File: src/rtl/pipe_stage_skid_pkg.sv
// Shared types for the pipeline-stage skid register: state encoding and occupancy width.
package pipe_stage_skid_pkg;

    localparam int SKID_OCC_W = 2;

    typedef enum logic [1:0] {
        SK_EMPTY = 2'd0,
        SK_BUSY  = 2'd1,
        SK_FULL  = 2'd2
    } skid_state_e;

    // Number of entries held in a given state.
    function automatic logic [SKID_OCC_W-1:0] occ_of(input skid_state_e st);
        case (st)
            SK_EMPTY: occ_of = 2'd0;
            SK_BUSY:  occ_of = 2'd1;
            SK_FULL:  occ_of = 2'd2;
            default:  occ_of = 2'd0;
        endcase
    endfunction

endpackage

File: src/rtl/pipe_stage_skid_sat_counter.sv
// Saturating up-counter with synchronous clear; clear wins over increment.
module sat_counter #(
    parameter int W = 16
) (
    input  logic         clk_i,
    input  logic         synclr_ni,
    input  logic         inc,
    input  logic         clr,
    output logic [W-1:0] count
);

    // Count register, held at all-ones once reached.
    always_ff @(posedge clk_i or negedge synclr_ni) begin
        if (!synclr_ni) begin
            count <= '0;
        end else if (clr) begin
            count <= '0;
        end else if (inc && (count != {W{1'b1}})) begin
            count <= count + {{(W-1){1'b0}}, 1'b1};
        end
    end

endmodule

File: src/rtl/pipe_stage_skid.sv
// Pipeline-stage register with valid/ready handshake, two-entry skid buffer,
// registered upstream ready, synchronous flush and a saturating stall counter.
module pipe_stage_skid
    import pipe_stage_skid_pkg::*;
#(
    parameter int DATA_W   = 32,
    parameter bit CLR_DATA = 1'b1,
    parameter int CNT_W    = 16
) (
    input  logic                  clk_i,
    input  logic                  synclr_ni,
    input  logic                  flush_i,
    input  logic                  in_valid_i,
    output logic                  in_ready_o,
    input  logic [DATA_W-1:0]     in_data_i,
    output logic                  out_valid_o,
    input  logic                  out_ready_i,
    output logic [DATA_W-1:0]     out_data_o,
    output logic [SKID_OCC_W-1:0] occ_o,
    output logic [CNT_W-1:0]      stall_cnt_o,
    input  logic                  cnt_clr_i
);

    skid_state_e           state_r;
    skid_state_e           state_s;
    logic [DATA_W-1:0]     main_r;
    logic [DATA_W-1:0]     skid_r;
    logic                  in_ready_r;
    logic                  out_valid_r;
    logic [SKID_OCC_W-1:0] occ_r;
    logic                  in_fire_s;
    logic                  out_fire_s;
    logic                  ld_main_in_s;
    logic                  ld_main_skid_s;
    logic                  ld_skid_s;
    logic                  stall_s;

    assign in_fire_s  = in_valid_i & in_ready_r;
    assign out_fire_s = out_valid_r & out_ready_i;
    assign stall_s    = out_valid_r & ~out_ready_i;

    // Next-state and storage load decisions; flush overrides everything.
    always_comb begin
        state_s        = state_r;
        ld_main_in_s   = 1'b0;
        ld_main_skid_s = 1'b0;
        ld_skid_s      = 1'b0;
        case (state_r)
            SK_EMPTY: begin
                if (in_fire_s) begin
                    state_s      = SK_BUSY;
                    ld_main_in_s = 1'b1;
                end else begin
                    state_s = SK_EMPTY;
                end
            end
            SK_BUSY: begin
                if (in_fire_s && !out_fire_s) begin
                    state_s   = SK_FULL;
                    ld_skid_s = 1'b1;
                end else if (!in_fire_s && out_fire_s) begin
                    state_s = SK_EMPTY;
                end else if (in_fire_s && out_fire_s) begin
                    state_s      = SK_BUSY;
                    ld_main_in_s = 1'b1;
                end else begin
                    state_s = SK_BUSY;
                end
            end
            SK_FULL: begin
                if (out_fire_s) begin
                    state_s        = SK_BUSY;
                    ld_main_skid_s = 1'b1;
                end else begin
                    state_s = SK_FULL;
                end
            end
            default: begin
                state_s = SK_EMPTY;
            end
        endcase
        if (flush_i) begin
            state_s        = SK_EMPTY;
            ld_main_in_s   = 1'b0;
            ld_main_skid_s = 1'b0;
            ld_skid_s      = 1'b0;
        end else begin
            state_s = state_s;
        end
    end

    // State and handshake flags; ready/valid/occupancy are decoded from the
    // next state so every output comes straight from a flop.
    always_ff @(posedge clk_i or negedge synclr_ni) begin
        if (!synclr_ni) begin
            state_r     <= SK_EMPTY;
            in_ready_r  <= 1'b1;
            out_valid_r <= 1'b0;
            occ_r       <= 2'd0;
        end else begin
            state_r     <= state_s;
            in_ready_r  <= (state_s != SK_FULL);
            out_valid_r <= (state_s != SK_EMPTY);
            occ_r       <= occ_of(state_s);
        end
    end

    // Payload storage: main feeds the output, skid catches the in-flight beat.
    always_ff @(posedge clk_i or negedge synclr_ni) begin
        if (!synclr_ni) begin
            main_r <= '0;
            skid_r <= '0;
        end else if (flush_i) begin
            if (CLR_DATA) begin
                main_r <= '0;
                skid_r <= '0;
            end
        end else begin
            if (ld_main_in_s) begin
                main_r <= in_data_i;
            end else if (ld_main_skid_s) begin
                main_r <= skid_r;
            end
            if (ld_skid_s) begin
                skid_r <= in_data_i;
            end
        end
    end

    sat_counter #(
        .W (CNT_W)
    ) u_stall_cnt (
        .clk_i     (clk_i),
        .synclr_ni (synclr_ni),
        .inc       (stall_s),
        .clr       (cnt_clr_i),
        .count     (stall_cnt_o)
    );

    assign in_ready_o  = in_ready_r;
    assign out_valid_o = out_valid_r;
    assign out_data_o  = main_r;
    assign occ_o       = occ_r;

endmodule

File: config.mk
export PLATFORM = sky130hd
export DESIGN_NAME = pipe_stage_skid
export DESIGN_NICKNAME = d
export VERILOG_FILES = /design/src/rtl/pipe_stage_skid_pkg.sv /design/src/rtl/pipe_stage_skid_sat_counter.sv /design/src/rtl/pipe_stage_skid.sv
export SDC_FILE = /design/constraint.sdc
export NUM_CORES = 1
export LEC_CHECK = 0
export ABC_CLOCK_PERIOD_IN_PS = 1950
export CAP_MARGIN = 10
export CELL_PAD_IN_SITES_DETAIL_PLACEMENT = 1
export CELL_PAD_IN_SITES_GLOBAL_PLACEMENT = 2
export CORE_MARGIN = 1
export CORE_UTILIZATION = 30
export CTS_CLUSTER_DIAMETER = 60
export DETAILED_ROUTE_END_ITERATION = 10
export PLACE_DENSITY_LB_ADDON = 0.1
export SETUP_SLACK_MARGIN = 0.1
export SYNTH_ARGS = -nofsm -noshare
export SYNTH_HDL_FRONTEND = slang
export SYNTH_SLANG_ARGS = --single-unit
export TNS_END_PERCENT = 1
File: constraint.sdc
create_clock -name clk_i -period 1.95 [get_ports clk_i]
set_input_delay 0.4875 -clock clk_i [delete_from_list [all_inputs] [get_ports clk_i]]
set_output_delay 0.4875 -clock clk_i [all_outputs]
set_load 0.1 [all_outputs]
Word level (Yosys, flattened, before mapping)

Cells that the tools add are included.

Bits in registers: 86
Bits of input ports: 38
Logic and storage cells: 55
Output and inout port bits: 52

Equal/unequal tests: 6
$add $sub $neg: 1
Bitwise operators: 4
Mux-type cells: 26
Reduce and logical (&&, ||, !) cells: 11

Operator list:

| cell                                                                   | count |
|---|---|
| 32-bit 2-to-1 mux                                                      | 5 |
| 16-bit 2-to-1 mux                                                      | 2 |
| 16-bit by 1-bit adder with 16-bit output (second input constant)       | 1 |
| 16-bit != test (second input constant)                                 | 1 |
| 1-bit 2-to-1 mux                                                       | 13 |
| 2-bit 2-to-1 mux                                                       | 3 |
| 2-bit case mux with 3 select lines                                     | 1 |
| 2-bit nonzero test                                                     | 3 |
| 2-bit by 1-bit equality test with 1-bit output (second input constant) | 2 |
| 2-bit equality test (second input constant)                            | 2 |
| 1-bit logical AND                                                      | 4 |
| 2-bit case mux with 2 select lines                                     | 1 |
| 1-bit bitwise AND                                                      | 3 |
| 3-bit nonzero test                                                     | 1 |
| 1-bit logical NOT                                                      | 2 |
| 2-bit logical NOT                                                      | 1 |
| 2-bit != test (second input constant)                                  | 1 |
| 1-bit case mux with 2 select lines                                     | 1 |
| 1-bit inverter                                                         | 1 |

Depth between registers and ports, before layout

Gate-level depths: netlist of the first run.

Word-level depth: 9
Depth in mapped cells: 9
Gate-level depth less buffers: 6

By module

From an unflattened synthesis of the first run, not the netlist that was laid out.

Cells, all modules: 458
Area total of the unflattened synthesis: 4,360.4 sq um

Modules (own cells, without submodules):

| module          | area each (sq um) | cells an instance | times used |
|---|---|---|---|
| pipe_stage_skid | 3,418.3           | 360               | 1 |
| sat_counter     | 942.2             | 98                | 1 |

Worst setup path after synthesis of the first run

No wires, ideal clock.

Path type: register to register
Start: reg u_stall_cnt.count[0]
End: reg u_stall_cnt.count[14]
Data arrival time: 2,231 ps
Clock period less this slack: 2,330 ps
Setup slack: -380 ps
Library setup time: 100 ps
Stages on the path, launching flop included: 6
Cell sequence: dfrtp_1 -> ha_1 -> nand4b_2 -> nor3_1 -> a21oi_1 -> a311oi_1

Cells in the longest elaborated chain, start to end: 3

Ends and longest elaborated chain:

| what                                                                       | RTL line                                                             | source |
|---|---|---|
| start, declared                                                            | pipe_stage_skid_sat_counter.sv:9                                     | `output logic [W-1:0] count` |
| start signal, assigned                                                     | pipe_stage_skid_sat_counter.sv:19                                    | `count <= count + {{(W-1){1'b0}}, 1'b1};` |
| 16-bit by 1-bit adder with 16-bit output or 16-bit != test (tied branches) | pipe_stage_skid_sat_counter.sv:19, pipe_stage_skid_sat_counter.sv:18 |  |
| 16-bit 2-to-1 mux or 1-bit logical AND (tied branches)                     | pipe_stage_skid_sat_counter.sv:18                                    | `end else if (inc && (count != {W{1'b1}})) begin` |
| 16-bit 2-to-1 mux or 2-bit nonzero test (tied branches)                    | n/a                                                                  |  |

Several ways; a longest one is shown, not always the timed one. The select of a mux whose other input is x is not followed.
A chain may end at the register's enable or synchronous reset.

Worst setup path in the final report of the first run

Start: in out_ready_i
End: reg main_r[23], in the netlist out_data_o[23]

Cells in the longest elaborated chain, start to end: 9

Ends and longest elaborated chain:

| what                               | RTL line               | source |
|---|---|---|
| start, declared                    | pipe_stage_skid.sv:17  | `input logic out_ready_i,` |
| 1-bit bitwise AND *                | pipe_stage_skid.sv:39  | `assign out_fire_s = out_valid_r & out_ready_i;` |
| 1-bit logical AND                  | pipe_stage_skid.sv:63  | `end else if (in_fire_s && out_fire_s) begin` |
| 1-bit 2-to-1 mux                   | pipe_stage_skid.sv:63  |  |
| 1-bit 2-to-1 mux                   | pipe_stage_skid.sv:61  | `end else if (!in_fire_s && out_fire_s) begin` |
| 1-bit 2-to-1 mux                   | pipe_stage_skid.sv:58  | `if (in_fire_s && !out_fire_s) begin` |
| 1-bit case mux with 2 select lines | pipe_stage_skid.sv:48  | `case (state_r)` |
| 1-bit 2-to-1 mux                   | pipe_stage_skid.sv:82  | `if (flush_i) begin` |
| 32-bit 2-to-1 mux                  | pipe_stage_skid.sv:119 | `if (ld_main_in_s) begin` |
| 32-bit 2-to-1 mux                  | pipe_stage_skid.sv:113 | `end else if (flush_i) begin` |
| end signal, assigned               | pipe_stage_skid.sv:120 | `main_r <= in_data_i;` |
| end signal, assigned               | pipe_stage_skid.sv:122 | `main_r <= skid_r;` |
| end, declared                      | pipe_stage_skid.sv:26  | `logic [DATA_W-1:0] main_r;` |

Every way passes the cells marked *; elsewhere a longest branch is shown, timed or not.

==> parameters.txt, run 1 <==
Parameter                              Value

Run status
  Run status ... finished clean

Yosys
  Ranking of synthesized cells by area ... sky130_fd_sc_hd__dfrtp_1 (52%), sky130_fd_sc_hd__mux2i_1 (8.1%), sky130_fd_sc_hd__nand2_1 (6.7%)
  Leading register cell type out of synthesis ... sky130_fd_sc_hd__dfrtp_1
  Post-synthesis async set-or-reset flop share ... 1.00
  Gate count after technology mapping ... around 410
  Most common cell in the netlist ... sky130_fd_sc_hd__dfrtp_1
  Library cell with the largest summed area after synthesis ... sky130_fd_sc_hd__dfrtp_1
  Seq cells post-synth ... 86
  Post-synthesis sequential area ratio ... 0.531
  Average cell area after synthesis ... roughly 10 µm²
  Number of enable-type register cells in the synthesized netlist ... 0
  Syn nets ... ~450
  Mapped cell area ... approximately 0.0041 mm²
  Post-synth cell types ... 42
  Portion of synthesized cell area occupied by the leading cell type ... 0.525
  Yosys warns ... 0
  Synth top cells by count ... sky130_fd_sc_hd__dfrtp_1 (85), sky130_fd_sc_hd__nand2_1 (72), sky130_fd_sc_hd__a21oi_1 (41), sky130_fd_sc_hd__nor2_1 (40), sky130_fd_sc_hd__a211oi_1 (34)

Finish
  Core utilization of the finished layout ... 0.470
  Fill cell total of the finished layout ... roughly 1400
  Net count, final ... around 540
  Multi-input gate area ... approximately 0.0018 mm²
  Share of cells above drive strength 1 ... 0.258
  Count of antenna diodes in the layout ... 0
  Signed area change from the synthesized netlist to the final layout ... 52.7%
  Sequential Area ... between 0.002 and 0.0025 mm²

Place
  Place WS ... -0.307 ns
  Detail Placement HPWL ... around 7100 µm
  Weighted congestion reported at the end of routability-driven placement ... about 0.73
  Input/output buffers ... ~90

Power
  Proportion of power drawn by the clock network ... 0.340
  Psw ... around 2.0 mW
  Relative contribution of sequential cells to total power ... 0.361
  Reported leakage power ... 2.74 nW
  Power Internal ... 3.75 mW
  Max rail drop VDD ... ~0.00055 V
  Switching share of power ... 0.343
  Pwr Density ... roughly 920 mW/mm²
  Gate power share ... 0.299

Floorplanning
  Initial Util ... 0.307
  I/O pin count ... 90
  Die span in y ... roughly 120 µm
  Std-Cell Core Area ... between 0.01 and 0.015 mm²
  Num rows ... 42
  Die area ... around 0.014 mm²
  Floorplan die width ... approximately 120 µm

Clock tree
  Number of H-tree levels ... 3
  CTS clock-pin slew for the worst setup and hold paths ... 0.06 ns
  Latest clock arrival within the worst-skew pair ... roughly 0.35 ns
  CTS sink count ... 86
  Total setup buffers inserted after CTS ... 0
  Clock tree from TritonCTS ... done
  Post-cts hold buffer count ... 0
  CTS buffer count ... 9
  CTS Root Cell ... sky130_fd_sc_hd__clkbuf_16
  CTS Buffer Depth ... 2

Global route
  Vias in the first global route ... ~3600
  Maximum number of pins on one net before global-route repair ... just under 90
  Overall routing resource usage ... 0.174
  Total overflow reported by the global router ... 0
  Initial antenna violation count ... 0
  Wire length of the first global-routing pass ... around 19000 µm

Setup path
  Worst path top cell family by delay ... buffers and inverters
  Required time at the worst-slack endpoint ... ~2.2 ns
  Delay contributed by the slowest stage of the critical path ... roughly 0.44 ns
  CP Cell Sequence ... clkdlybuf4s50_1 > and2_2 > ha_1 > nand2_1 > a21o_4 > buf_4 > nor2_1 > a211oi_1
  Setup Crit Path Kind ... in2reg
  Crit path buf inv count ... 2
  CP max stage cell ... sky130_fd_sc_hd__clkdlybuf4s50_1
  Crit path max fanout ... 9
  Type of destination of the critical path ... flop
  Startpoint Class ... primary input
  Data arrival at the endpoint of the critical path ... about 2.1 ns

STA
  Final setup violation count ... 0
  Number of slew-limit violations in the final report ... 0
  Final setup margin ... roughly 0.12 ns
  Final number of hold-violating endpoints ... 0
  Post-Route Setup TNS ... 0 ns
  Part of the cycle the worst path needs ... 0.938
  Largest clock skew in the final design ... slightly above 0.004 ns
  Slew at the pin with the worst max-slew slack ... around 0.51 ns
  Min Hold Slack ... between 0.15 and 0.2 ns
  Final critical delay including setup and external delays ... roughly 1.8 ns
  Unrepaired setup endpoints after global routing ... true
  Relative slew margins ... 0.663
  Peak clock frequency supported by timing ... roughly 550 MHz

Drt
  Final wirelength ... about 11000 µm
  Detailed-route via count ... between 3000 and 4000
  Avg Vias per Cell ... 5.02
  DRT Pass-1 Iters ... 4
  Starting DRT DRC Count ... roughly 150
  Wirelength per Cell ... roughly 16 µm
  Number of antenna-violating nets in the routed design ... 0
  DRC viols ... 0

Min path
  Worst min path class ... in2async

Flow run
  Max-cap viol count ... 0
[path summary, 6_finish.rpt]
check	from	end	slack, ns	cells past startpoint
max	out_ready_i	out_data_o[23]	0.12	8
max in group asynchronous	synclr_ni	u_stall_cnt.count[1]	1.34	2
min in group clk_i	flush_i	skid_r[1]	0.47	2
min	synclr_ni	u_stall_cnt.count[10]	0.15	2
min reg2reg	skid_r[24]	skid_r[24]	0.52	2
max reg2reg	u_stall_cnt.count[0]	u_stall_cnt.count[4]	0.16	4
[registers in the layout, summed over array words and instances, names as in the netlist]
name / count
occ_o: 2
in_ready_o: 1
state_r: 2
out_data_o: 32
out_valid_o: 1
u_stall_cnt.count: 16
skid_r: 32
[logic make-up after synthesis]
logic type | count (synthesis) | synth area share
AND/OR/NAND/NOR | 159 | 0.189
AO/OA/AOI/OAI | 89 | 0.139
flip-flops | 86 | 0.531
multiplexers | 38 | 0.0953
buffers and inverters | 34 | 0.0401
adder cells (fa/ha/maj) | 2 | 0.00617
[placed cells by master (no fill, tap or decap), types with 2 or more instances in the layout]
cell                              Yosys  layout
sky130_fd_sc_hd__nand2_1             72      72
sky130_fd_sc_hd__dfrtp_1             85      68
sky130_fd_sc_hd__buf_12               0      59
sky130_fd_sc_hd__a21oi_1             41      41
sky130_fd_sc_hd__nor2_1              40      39
sky130_fd_sc_hd__clkdlybuf4s50_1      0      35
sky130_fd_sc_hd__mux2i_1             33      33
sky130_fd_sc_hd__a211oi_1            34      32
sky130_fd_sc_hd__buf_4                1      19
sky130_fd_sc_hd__dfrtp_2              0      13
sky130_fd_sc_hd__clkbuf_16            0       9
sky130_fd_sc_hd__nor2b_1              7       7
sky130_fd_sc_hd__o31ai_1              6       6
sky130_fd_sc_hd__mux2_2               5       5
sky130_fd_sc_hd__or4_1                5       5
sky130_fd_sc_hd__nor3_1               4       4
sky130_fd_sc_hd__nand3_1              4       4
sky130_fd_sc_hd__dfrtp_4              0       4
sky130_fd_sc_hd__and2_1               4       3
sky130_fd_sc_hd__o21ai_0              3       3
sky130_fd_sc_hd__inv_1                3       3
sky130_fd_sc_hd__nand2b_1             3       3
sky130_fd_sc_hd__nand4_1              3       3
sky130_fd_sc_hd__nor4_1               3       3
sky130_fd_sc_hd__nand3b_1             3       3
sky130_fd_sc_hd__a211oi_2             0       2
sky130_fd_sc_hd__ha_1                 2       2
sky130_fd_sc_hd__bufinv_16            0       2
sky130_fd_sc_hd__clkbuf_8             0       2
[cell type report]
cell class,instances,share of cell area
clock buffers,11,0.0408
clock inverters,5,0.0131
inverters,3,0.00182
multi-input cells,288,0.284
flip-flops and latches,86,0.353
well taps,176,0.0356
repair buffers,114,0.271
[repair_timing]
action / in CTS / in global routing
gates resized for setup: 1 / 3
gates cloned: 0 / 0
setup endpoints to repair: 5 / 45
[routing by layer]
metal	wire length, µm	global-route usage	up-vias
met5	0	0	-
met4	199	0.0769	0
met3	402	0.0357	13
met2	5180	0.275	72
met1	5340	0.230	1717
li1	-	-	1625
[per-stage QoR]
stage	instance area, µm²	total power [mW]	cells
after floorplan	4110	3.05	408
after detailed placement	5840	3.81	667
after CTS	6180	5.79	683
after global placement	5840	3.79	667
after global routing	6190	5.94	683
final	6190	5.72	683
[power by group through the flow]
stage | registers [mW] | clock network, mW | logic (mW)
after floorplan | 2.72 | 0 | 0.328
after global placement | 2.09 | 0 | 1.70
after detailed placement | 2.10 | 0 | 1.72
after CTS | 2.07 | 2.00 | 1.72
after global routing | 2.08 | 2.07 | 1.79
final | 2.06 | 1.94 | 1.71
No activity file was read; power rests on OpenSTA's default activity.
==> inputs of run 2 (changes only) <==
--- a/config.mk
+++ b/config.mk
@@ -13,7 +13,9 @@
 export CORE_UTILIZATION = 30
 export CTS_CLUSTER_DIAMETER = 60
 export DETAILED_ROUTE_END_ITERATION = 10
+export HOLD_SLACK_MARGIN = 0.02
 export PLACE_DENSITY_LB_ADDON = 0.1
+export REMOVE_ABC_BUFFERS = 1
 export SETUP_SLACK_MARGIN = 0.1
 export SYNTH_ARGS = -nofsm -noshare
 export SYNTH_HDL_FRONTEND = slang
==> constraint.sdc (replaced) <==
create_clock -name clk_i -period 1.95 [get_ports clk_i]
set_input_delay 0.4875 -clock clk_i [delete_from_list [all_inputs] [get_ports clk_i]]
set_output_delay 0.4875 -clock clk_i [all_outputs]
set_load 0.05 [all_outputs]
==> run 2 against run 1 <==
Clock skew about the same; clock-buffer cell count up 3; setup slack better by 0.015 ns; first-iteration DRC count down 22%; core utilization down 4.4 points; critical endpoint is now out_data_o[20]; register-to-register slack worse by 0.02 ns; fmax up 0.84%; largest cell class unchanged; global-route usage up 0.059 points; combinational power down 33%; hold slack worse by 0.060 ns; critical path type is now reg2reg; sequential share of layout area up 3.1 points; via count down 0.93%; highest routed layer unchanged.
==> parameters.txt, run 2 (synthesis gave the netlist of run 1 again) <==
Parameter                              Value

Power
  Max rail drop VDD ... 0.000489 V
  Post-layout total power ... 4.87 mW
  Reported leakage power ... between 2 and 3 nW
  Relative contribution of sequential cells to total power ... 0.413
  Switching share of power ... 0.310
  Power Internal ... 3.36 mW
  Gate power share ... 0.233
  Pwr Density ... 868 mW/mm²
  Psw ... 1.51 mW
  Proportion of power drawn by the clock network ... 0.354

Flow run
  Max-cap viol count ... 0

Floorplanning
  Die span in y ... 118 µm
  Std-Cell Core Area ... around 0.013 mm²
  I/O pin count ... 90
  Floorplan die width ... between 100 and 150 µm
  Die area ... approximately 0.014 mm²
  Num rows ... 42
  Initial Util ... 0.307

STA
  Part of the cycle the worst path needs ... 0.931
  Number of slew-limit violations in the final report ... 0
  Final number of hold-violating endpoints ... 0
  Unrepaired setup endpoints after global routing ... true
  Min Hold Slack ... 0.0932 ns
  Final setup margin ... 0.135 ns
  Largest clock skew in the final design ... ~0.0041 ns
  Peak clock frequency supported by timing ... between 500 and 600 MHz
  Final critical delay including setup and external delays ... 1.81 ns
  Relative slew margins ... 0.681
  Final setup violation count ... 0
  Slew at the pin with the worst max-slew slack ... 0.478 ns
  Post-Route Setup TNS ... 0 ns

Finish
  Core utilization of the finished layout ... 0.425
  Fill cell total of the finished layout ... 1477
  Share of cells above drive strength 1 ... 0.239
  Count of antenna diodes in the layout ... 0
  Commonest cells after routing, fill and taps aside ... sky130_fd_sc_hd__dfrtp_1 (84), sky130_fd_sc_hd__nand2_1 (72), sky130_fd_sc_hd__buf_4 (71), sky130_fd_sc_hd__a21oi_1 (41), sky130_fd_sc_hd__nor2_1 (39)
  Leading cell type in the layout, fill and taps excluded ... sky130_fd_sc_hd__dfrtp_1
  Signed area change from the synthesized netlist to the final layout ... 38.3%
  Post-layout instance area ... 0.00561 mm²
  Non-Filler Instances ... between 600 and 700
  Net count, final ... about 550

Place
  Place WS ... -0.270 ns
  Post-DP Area ... roughly 0.0052 mm²
  Detail Placement HPWL ... 7460 µm
  Weighted congestion reported at the end of routability-driven placement ... ~0.72
  Input/output buffers ... 89
  Placed Cells ... ~670

Clock tree
  Total setup buffers inserted after CTS ... 0
  Post-cts hold buffer count ... 0
  CTS clock-pin slew for the worst setup and hold paths ... about 0.060 ns
  CTS Root Cell ... sky130_fd_sc_hd__clkbuf_16
  Number of H-tree levels ... 3
  CTS Buffer Depth ... 2
  Clock tree from TritonCTS ... done
  CTS buffer count ... 9
  Latest clock arrival within the worst-skew pair ... 0.35 ns
  CTS sink count ... between 80 and 90

Global route
  Total overflow reported by the global router ... 0
  Vias in the first global route ... about 3500
  Maximum number of pins on one net before global-route repair ... 33
  Wire length of the first global-routing pass ... about 19000 µm
  Overall routing resource usage ... 0.175
  Initial antenna violation count ... 0

Setup path
  Setup Crit Path Kind ... reg2reg
  Startpoint Class ... flop
  CP max stage cell ... sky130_fd_sc_hd__dfrtp_2
  Required time at the worst-slack endpoint ... about 2.2 ns
  CP Cell Sequence ... and2_4 > buf_4 > nand3b_1 > clkbuf_16 > mux2i_1 > a211oi_2
  Crit path max fanout ... 8
  Worst path top cell family by delay ... simple AND/OR/NAND/NOR gates
  Data arrival at the endpoint of the critical path ... 2.03 ns
  Delay contributed by the slowest stage of the critical path ... 0.44 ns
  Crit path buf inv count ... 2
  Type of destination of the critical path ... flop

Drt
  Final wirelength ... approximately 12000 µm
  Wirelength per Cell ... roughly 17 µm
  Number of antenna-violating nets in the routed design ... 0
  Starting DRT DRC Count ... between 100 and 150
  DRC viols ... 0
  DRT Pass-1 Iters ... 4
  Detailed-route via count ... ~3400
  Avg Vias per Cell ... roughly 4.9

Min path
  Worst min path class ... in2async

Run status
  Run status ... finished clean
run 2: changes by cell type in the layout (fill, tap and decap cells not counted), sizes merged:
cell,change
bufinv,-1
dlymetal6s2s,+1
clkbuf,+5
buf,+3
clkinvlp,-1
clkdlybuf4s50,-1
clkinv,-2
run 2: metal layers:
layer,track usage,part of all wire,routed length (µm)
met1,0.213,0.44,5230
met2,0.293,0.50,5940
met3,0.0560,0.044,514
met4,0.0513,0.0095,112
met5,0,0,0
run 2: power groups by stage:
stage                     clock [mW]  combinational (mW)  sequential [mW]
after global placement             0                1.10             2.04
after floorplan                    0               0.278             2.35
final                           1.72                1.14             2.01
after CTS                       1.78                1.12             2.01
after detailed placement           0                1.12             2.04
after global routing            1.84                1.22             2.02
run 2: path summary, 6_finish.rpt:
kind | from | end | slack [ns] | depth (start not counted)
setup / recovery | out_valid_o | out_data_o[20] | 0.14 | 6
hold / removal | synclr_ni | occ_o[1] | 0.09 | 1
setup reg to reg | out_valid_o | out_data_o[20] | 0.14 | 6
hold reg to reg | skid_r[21] | skid_r[21] | 0.52 | 2
max in group asynchronous | synclr_ni | u_stall_cnt.count[12] | 1.31 | 2
min in group clk_i | skid_r[21] | skid_r[21] | 0.52 | 2
run 2: cell type report:
cell class	count	area, µm²	area share
inverters	3	11.3	0.00201
clock inverters	1	30.0	0.00535
repair buffers	119	1130	0.202
well taps	176	220	0.0393
flip-flops and latches	86	2150	0.384
multi-input cells	288	1810	0.322
clock buffers	14	254	0.0453
run 2: repair_timing:
| item | 4_1_cts | 5_1_grt |
|---|---|---|
| endpoints found under the hold margin | 0 | 0 |
| pin swaps | 0 | 7 |
| setup endpoints to repair | 3 | 39 |
| gates cloned | 0 | 3 |
| resized for setup | 1 | 13 |
==> inputs of run 3 (changes only) <==
--- a/config.mk
+++ b/config.mk
@@ -5,12 +5,12 @@
 export SDC_FILE = /design/constraint.sdc
 export NUM_CORES = 1
 export LEC_CHECK = 0
-export ABC_CLOCK_PERIOD_IN_PS = 1950
+export ABC_CLOCK_PERIOD_IN_PS = 1650
 export CAP_MARGIN = 10
 export CELL_PAD_IN_SITES_DETAIL_PLACEMENT = 1
 export CELL_PAD_IN_SITES_GLOBAL_PLACEMENT = 2
 export CORE_MARGIN = 1
-export CORE_UTILIZATION = 30
+export CORE_UTILIZATION = 28
 export CTS_CLUSTER_DIAMETER = 60
 export DETAILED_ROUTE_END_ITERATION = 10
 export HOLD_SLACK_MARGIN = 0.02
==> constraint.sdc (replaced) <==
create_clock -name clk_i -period 1.65 [get_ports clk_i]
set_input_delay 0.4125 -clock clk_i [delete_from_list [all_inputs] [get_ports clk_i]]
set_output_delay 0.4125 -clock clk_i [all_outputs]
set_load 0.05 [all_outputs]
==> run 3 against run 2 <==
Sequential share of layout area is 7.2 points lower; the flow now finishes with violations (setup timing); wire length is 7.4% higher; combinational power is 72% higher; final area is 23% higher.
==> parameters.txt, run 3 (synthesis gave the netlist of run 1 again) <==
Parameter                              Value

Global route
  Overall routing resource usage ... 0.183
  Initial antenna violation count ... 0
  Vias in the first global route ... approximately 3900
  Total overflow reported by the global router ... 0
  Wire length of the first global-routing pass ... 20800 µm
  Maximum number of pins on one net before global-route repair ... 87

Setup path
  Setup Crit Path Kind ... reg2reg
  Data arrival at the endpoint of the critical path ... roughly 1.9 ns
  Type of destination of the critical path ... flop
  Startpoint Class ... flop
  Crit path max fanout ... 10
  Required time at the worst-slack endpoint ... between 1.5 and 2 ns

Clock tree
  CTS sink count ... 86
  Number of H-tree levels ... 3
  CTS Root Cell ... sky130_fd_sc_hd__clkbuf_16
  Latest clock arrival within the worst-skew pair ... 0.34 ns
  Clock tree from TritonCTS ... done
  CTS Buffer Depth ... 2
  CTS buffer count ... 9
  CTS clock-pin slew for the worst setup and hold paths ... approximately 0.060 ns

Place
  Input/output buffers ... 89
  Weighted congestion reported at the end of routability-driven placement ... about 0.76
  Place WS ... -0.523 ns
  Detail Placement HPWL ... approximately 8000 µm

Run status
  Violations in the final reports ... setup timing
  Run status ... finished with violations

Power
  Relative contribution of sequential cells to total power ... 0.376
  Pwr Density ... 939 mW/mm²
  Switching share of power ... 0.309
  Max rail drop VDD ... approximately 0.0007 V
  Power Internal ... approximately 4.5 mW
  Proportion of power drawn by the clock network ... 0.322
  Reported leakage power ... approximately 3.1 nW
  Psw ... 2.00 mW
  Post-layout total power ... around 6.5 mW
  Gate power share ... 0.303

STA
  Final critical delay including setup and external delays ... 1.70 ns
  Part of the cycle the worst path needs ... 1.03
  Unrepaired setup endpoints after global routing ... true
  Final setup margin ... -0.0530 ns
  Peak clock frequency supported by timing ... about 590 MHz
  Min Hold Slack ... 0.0856 ns
  Post-Route Setup TNS ... -0.461 ns
  Final number of hold-violating endpoints ... 0
  Slew at the pin with the worst max-slew slack ... 0.519 ns
  Relative slew margins ... 0.654
  Number of slew-limit violations in the final report ... 0
  Final setup violation count ... 24
  Largest clock skew in the final design ... about 0.0042 ns

Floorplanning
  Floorplan die width ... 122 µm
  Std-Cell Core Area ... roughly 0.014 mm²
  Die area ... 0.0150 mm²
  Initial Util ... 0.290
  I/O pin count ... 90
  Die span in y ... 122 µm
  Num rows ... 43

Finish
  Commonest cells after routing, fill and taps aside ... sky130_fd_sc_hd__dfrtp_1 (82), sky130_fd_sc_hd__buf_12 (56), sky130_fd_sc_hd__nand2_1 (55), sky130_fd_sc_hd__buf_4 (45), sky130_fd_sc_hd__a21oi_1 (37)
  Net count, final ... between 500 and 600
  Leading cell type in the layout, fill and taps excluded ... sky130_fd_sc_hd__dfrtp_1
  Count of antenna diodes in the layout ... 0
  Share of cells above drive strength 1 ... 0.427
  Core utilization of the finished layout ... 0.494
  Signed area change from the synthesized netlist to the final layout ... 70.5%

Drt
  Starting DRT DRC Count ... between 100 and 150
  DRT Pass-1 Iters ... 4
  DRC viols ... 0
  Wirelength per Cell ... 17.5 µm
  Detailed-route via count ... 3621
  Final wirelength ... between 10000 and 15000 µm
  Avg Vias per Cell ... 5.01
  Number of antenna-violating nets in the routed design ... 0

Min path
  Worst min path class ... in2async

Flow run
  Max-cap viol count ... 0
run 3: path summary, 6_finish.rpt:
path / from / end / slack [ns] / cells past startpoint
min: synclr_ni / skid_r[22] / 0.09 / 2
max: in_ready_o / out_data_o[8] / -0.05 / 8
max reg2reg: in_ready_o / out_data_o[8] / -0.05 / 8
max in group asynchronous: synclr_ni / skid_r[21] / 1.14 / 2
min in group clk_i: skid_r[15] / skid_r[15] / 0.53 / 2
min reg2reg: skid_r[15] / skid_r[15] / 0.53 / 2
run 3: power groups by stage:
stage / clock (mW) / sequential, mW / combinational, mW
2_1_floorplan: 0 / 2.78 / 0.328
3_3_place_gp: 0 / 2.46 / 1.58
3_5_place_dp: 0 / 2.46 / 1.60
4_1_cts: 2.16 / 2.43 / 1.91
5_1_grt: 2.24 / 2.46 / 2.08
6_report: 2.09 / 2.44 / 1.96
run 3: what timing repair did:
| action | in CTS | in global routing |
|---|---|---|
| hold buffers | 0 | 0 |
| pin swaps | 16 | 27 |
| cloned | 5 | 1 |
| resized for setup | 69 | 48 |
| setup endpoints to repair | 87 | 90 |
| setup buffers | 4 | 1 |
run 3: layer usage:
layer | routed length [µm] | share of wire | track usage
met1 | 5720 | 0.45 | 0.234
met2 | 6420 | 0.51 | 0.315
met3 | 422 | 0.033 | 0.0437
met4 | 99 | 0.0078 | 0.0366
met5 | 0 | 0 | 0
run 3: layout make-up:
cell class / count / area, µm²
clock buffer: 12 / 256
clock inverter: 3 / 43.8
fill: 1479 / 7070
inverter: 3 / 11.3
multi-input combinational: 288 / 2140
sequential: 86 / 2160
tap: 180 / 225
timing repair buffer: 151 / 2080
run 3: critical path: stages, from the launching register on:
cell and delay (ns):
sky130_fd_sc_hd__dfstp_2 0.54, sky130_fd_sc_hd__and2_4 0.15, sky130_fd_sc_hd__ha_4 0.12, sky130_fd_sc_hd__nand2_2 0.05, sky130_fd_sc_hd__a21o_4 0.24, sky130_fd_sc_hd__buf_4 0.14, sky130_fd_sc_hd__buf_12 0.15, sky130_fd_sc_hd__nor2_2 0.14
sky130_fd_sc_hd__a211oi_4 0.05
run 3: metrics by stage:
stage | instance area, µm² | instances
floorplan | 3900 | 377
global placement | 5970 | 697
detailed placement | 5970 | 697
CTS | 6730 | 721
global route | 6910 | 723
finish | 6910 | 723
